<file path="src/rtl/serial_adder.sv">
// serial_adder: bit-serial WIDTH-bit adder, one operand bit per clock, LSB first.
// Optional subtract mode is enabled by defining SERIAL_ADDER_SUB_EN.
module serial_adder #(
  parameter int WIDTH = 8
) (
  input  logic             clk,
  input  logic             rst,
  input  logic             start,
  input  logic [WIDTH-1:0] a,
  input  logic [WIDTH-1:0] b,
  input  logic             sub,
  output logic             busy,
  output logic             done,
  output logic [WIDTH-1:0] sum,
  output logic             cout,
  output logic             ovf
);

  localparam int CW = $clog2(WIDTH);

  typedef enum logic [1:0] {
    S_IDLE,
    S_RUN,
    S_DONE
  } state_t;

  state_t state, state_d;

  logic [WIDTH-1:0] a_sr;
  logic [WIDTH-1:0] b_sr;
  logic [WIDTH-1:0] r_sr;
  logic [CW-1:0]    cnt;
  logic             carry;

  logic             ha1_s;
  logic             ha1_c;
  logic             ha2_c;
  logic             ps;
  logic             pc;
  logic             last;

  logic [WIDTH-1:0] b_load;
  logic             c_load;

`ifdef SERIAL_ADDER_SUB_EN
  assign b_load = sub ? ~b : b;
  assign c_load = sub;
`else
  logic unused_sub;
  assign unused_sub = sub;
  assign b_load = b;
  assign c_load = 1'b0;
`endif

  // full-adder slice built from two half adders on the current bit
  assign ha1_s = a_sr[0] ^ b_sr[0];
  assign ha1_c = a_sr[0] & b_sr[0];
  assign ha2_c = ha1_s & carry;
  assign ps    = ha1_s ^ carry;
  assign pc    = ha1_c | ha2_c;

  assign last  = (cnt == CW'(WIDTH - 1));

  assign busy  = (state == S_RUN);
  assign done  = (state == S_DONE);

  // state register
  always_ff @(posedge clk) begin
    if (rst) state <= S_IDLE;
    else     state <= state_d;
  end

  // next-state decode
  always_comb begin
    state_d = state;
    unique case (state)
      S_IDLE:  if (start) state_d = S_RUN;
      S_RUN:   if (last)  state_d = S_DONE;
      S_DONE:  state_d = S_IDLE;
      default: state_d = S_IDLE;
    endcase
  end

  // operand capture, serial add and result load
  always_ff @(posedge clk) begin
    if (rst) begin
      a_sr  <= '0;
      b_sr  <= '0;
      r_sr  <= '0;
      cnt   <= '0;
      carry <= 1'b0;
      sum   <= '0;
      cout  <= 1'b0;
      ovf   <= 1'b0;
    end else begin
      unique case (state)
        S_IDLE: begin
          if (start) begin
            a_sr  <= a;
            b_sr  <= b_load;
            cnt   <= '0;
            carry <= c_load;
          end
        end
        S_RUN: begin
          a_sr  <= a_sr >> 1;
          b_sr  <= b_sr >> 1;
          r_sr  <= {ps, r_sr[WIDTH-1:1]};
          carry <= pc;
          cnt   <= cnt + CW'(1);
          if (last) begin
            sum  <= {ps, r_sr[WIDTH-1:1]};
            cout <= pc;
            ovf  <= carry ^ pc;
          end
        end
        default: ;
      endcase
    end
  end

endmodule

</file>
<file path="config.mk">
export PLATFORM = sky130hd
export DESIGN_NAME = serial_adder
export DESIGN_NICKNAME = d
export VERILOG_FILES = /design/src/rtl/serial_adder.sv
export SDC_FILE = /design/constraint.sdc
export NUM_CORES = 1
export LEC_CHECK = 0
export ABC_AREA = 1
export BUFFER_PORTS_ARGS = -buffer_cell sky130_fd_sc_hd__clkbuf_2
export CORE_UTILIZATION = 55
export DETAILED_ROUTE_END_ITERATION = 8
export HOLD_SLACK_MARGIN = 0.1
export MAX_ROUTING_LAYER = met4
export PLACE_DENSITY = 0.9
export SYNTH_ARGS = -nofsm -noshare
export SYNTH_HDL_FRONTEND = slang
export SYNTH_SLANG_ARGS = --single-unit
</file>
<file path="constraint.sdc">
create_clock -name clk -period 1.5 [get_ports clk]
set_input_delay 0.15 -clock clk [delete_from_list [all_inputs] [get_ports clk]]
set_output_delay 0.15 -clock clk [all_outputs]
set_load 0.005 [all_outputs]
</file>
==> reports/results.md <==
* buffers and inverters — family with the most delay on the worst path
* 1367 — vias in the first global route
* dfxtp_1 — dominant cell type by area after synthesis
* 30 — PortBufs
* 7.10 um2 — mean instance size in the synthesized netlist
* 2.10 mW — Total Power Consumption
* 1 — Crit path buffers/inverters
* nand2_1 (74), nor2_1 (44), dfxtp_1 (39), inv_1 (21), nor2_2 (20) — Post-synth top cells
* 1700 ps — Worst EP arrival
* 2 — H-tree lvl count
* 69.2% — Final Util
* 52.3% — portion of total power attributed to sequential cells
* 88.7 ps — smallest setup slack after layout
* 0 ps — Setup TNS
* 0 — antenna diode instance count
* 94.1% — final cycle utilization of the critical path
* 0.709 GHz — max frequency
* 3570 um2 — full die area
* 32 — number of top-level pins
* dlygate4sd3_1 — Slowest-stage cell, CP
* 42.6% — register area share after synthesis
* 37.4% — share of synthesized cell area in and, or, nand and nor gates
* 4.75 — via-per-instance ratio
* 783 um2 — area taken by flip-flops and latches
* 0 — number of DRC violations after detailed routing
* nor2_1 > nand3_1 > dlygate4sd3_1 > a21oi_1 — cells along the critical path
* 287 — fill cell count
* 26.3% — Switching Fraction
* 39 — number of storage elements in the synthesis netlist
* 1604 — routed vias
* 0 — Final Slew Violations
* 1790 ps — required time reported for the critical path endpoint
* dfxtp_1 — leading register cell type out of synthesis
* 258 — number of cells produced by synthesis
* 2 — number of buffers between clock root and the deepest sink
* state[0]$_SDFFE_PP0P_ — start point of the critical path
* 3100 um2 — area of the core region
* 882 um2 — footprint of the multi-input gates
* 1.04 nW — cell leakage power
* register to register — kind of critical path
* 81.3% — relative max-transition margin
* 0 — total gr overflow
* 0% — multiplexer share of the synthesized area
* 59.7 um — height of the die
* 1.55 mW — internal power of the cells
* simple AND/OR/NAND/NOR gates — dominant combinational cell family by area after synthesis
* 3480 um — total wirelength of the detailed-routed design
* 47.6 ps — minimum setup slack after placement
* 0 — number of flops mapped to enable cells by yosys
* 0 — max_cap viols
* primary input to register — worst hold-check path type
* 570 ps — critical path's largest stage delay
* 22.3% — global router's overall resource usage
* 130 um — wire length on met3
* 1620 um — met1 WL
* dfxtp_1 (43%), nand2_1 (15%), nor2_1 (9.0%), nor2_2 (6.8%), inv_1 (4.3%) — cell types occupying the most area after synthesis
* 10.3 um — wire length per cell after detailed routing
* register — critical path endpoint category
* 4 — Pre-antenna DRT Iters
* 29.6% — fraction of layout cells with a size suffix above 1
* 280 ps — slew at the pin with the worst max-slew slack
* 1410 ps — final critical delay including setup and external delays
* done — CTS tree
* 66 — initial DRC count
* 5 — maximum fanout along the worst path
* 980 nW/um2 — PwrDens
* 360 ps — Skew-Pair Late Insertion Delay
* 25 — pin count of the biggest net entering global routing
* 0% — XOR/XNOR share of the synthesized area
* 110 ps — clock slew at the register clock pins of the worst setup and hold paths
* nand2_1 — count leader, synth
* 33.4% — share of total power in the clock network
* 17.1% — area delta synth->final
* 7.65% — compound-cell area share of the yosys netlist
* 42.6% — top-area cell type share of the netlist area
* 552 uW — Net Switching
* 2.46% — adder-cell share of the synthesized area
* 1670 um — wire length on met2
* 2310 um — HPWL after detailed placement
* 1830 um2 — post-synthesis instance area
* 0 — yosys synthesis warning count
* 5 — clock buffers created by TritonCTS
* 20 — standard-cell row count
* 0.760 — final estimated routing congestion in global placement
* 14.2% — combinational power share
* 59.1% — initial core utilization
* 0 — post-route antenna net violation count
* 5710 um — first-pass GRT wire length
* 316 — Layout Nets
* 110 ps — worst hold slack after final layout
* clkbuf_4 — Clk Tree Root Cell
* 281 — syn nets
* register — type of element launching the critical path
* completed — outcome
* 0 — Final Hold Viols
* 0.675 mV — Max IR drop VDD
* 39 — Sink Count
* 59.7 um — Die X-Extent
* met4 — uppermost layer routed
* a[4] — Min-Delay Startpoint
* state[0]$_SDFFE_PP0P_ — Crit Reg-Reg Startpoint
* 0 — antenna violations before repair
* 22 — number of distinct standard cells referenced by the synthesized netlist
* 0% — async set-reset flop share out of synthesis
* 0 — Final setup violation count
* false — setup repair after global routing missed its margin
* 15.2 ps — Worst Clk Skew
-- state kept, by name, indices dropped and copies added (netlist names) --
signal	count
sum	8
carry	1
state	2
a_sr	8
ovf	1
cout	1
cnt	3
b_sr	8
r_sr	7
-- layout make-up --
cell class / instances / area share (%)
timing repair buffer: 40 / 11.7
inverter: 24 / 4.43
clock buffer: 5 / 1.75
clock inverter: 3 / 2.04
sequential: 39 / 36.5
tap: 44 / 2.56
multi-input combinational: 183 / 41.1
-- final timing paths --
kind	slack (ps)	endpoint	cells after the start
worst min register to register	480	r_sr[1]$_SDFFE_PP0P_	2
worst min-delay path	110	a_sr[4]$_SDFFE_PP0P_	5
worst max register to register	90	b_sr[7]$_SDFFE_PP0P_	4
worst max-delay path	90	b_sr[7]$_SDFFE_PP0P_	4
-- power by group through the flow --
stage / clock network (mW) / logic (mW) / registers, mW
finish: 0.703 / 0.300 / 1.10
global route: 0.768 / 0.338 / 1.11
CTS: 0.715 / 0.300 / 1.10
detailed placement: 0 / 0.285 / 1.12
global placement: 0 / 0.278 / 1.12
floorplan: 0 / 0.228 / 1.12
-- layout by cell type (no fill, tap or decap), types with 5 or more instances in the layout --
| cell type | instances |
|---|---|
| nor2_2 | 20 |
| nor2_1 | 44 |
| clkbuf_2 | 30 |
| dlygate4sd3_1 | 5 |
| clkbuf_4 | 5 |
| dfxtp_1 | 37 |
| a21oi_1 | 11 |
| nand2_1 | 73 |
| o21ai_0 | 10 |
| inv_1 | 21 |
| nand2_2 | 12 |
-- what timing repair did --
item                                    4_1_cts  5_1_grt
cloned                                        0        0
hold endpoints to repair                      4        0
buffers inserted                              0        0
resized for setup                             3        3
hold buffers                                  5        0
endpoints found under the setup margin        1       11
-- metal layers --
layer | up-vias | GRT usage (%)
met4 | 0 | 7.97
li1 | 841 | -
met2 | 25 | 37.6
met5 | - | -
met1 | 732 | 25.4
met3 | 6 | 5.84
-- per-stage QoR --
stage          instance area [um2]  std cells
6_report                      2150        338
5_1_grt                       2150        338
3_5_place_dp                  2000        325
2_1_floorplan                 1830        258
3_3_place_gp                  2000        325
4_1_cts                       2140        338
-- kinds of logic after synthesis --
logic type                 Yosys count
AOI/OAI and AO/OA                   25
DFF                                 39
and+or+nand+nor                    155
buffers and inverters               36
adders and majority gates            3
-- tightest hold or removal path: stages --
cell      delay (ps)
clkbuf_2          70
nand2_1           50
nand2_2           70
nor2_2            30
nor2_2            60
Note: power is estimated with default switching activity, not from simulation.
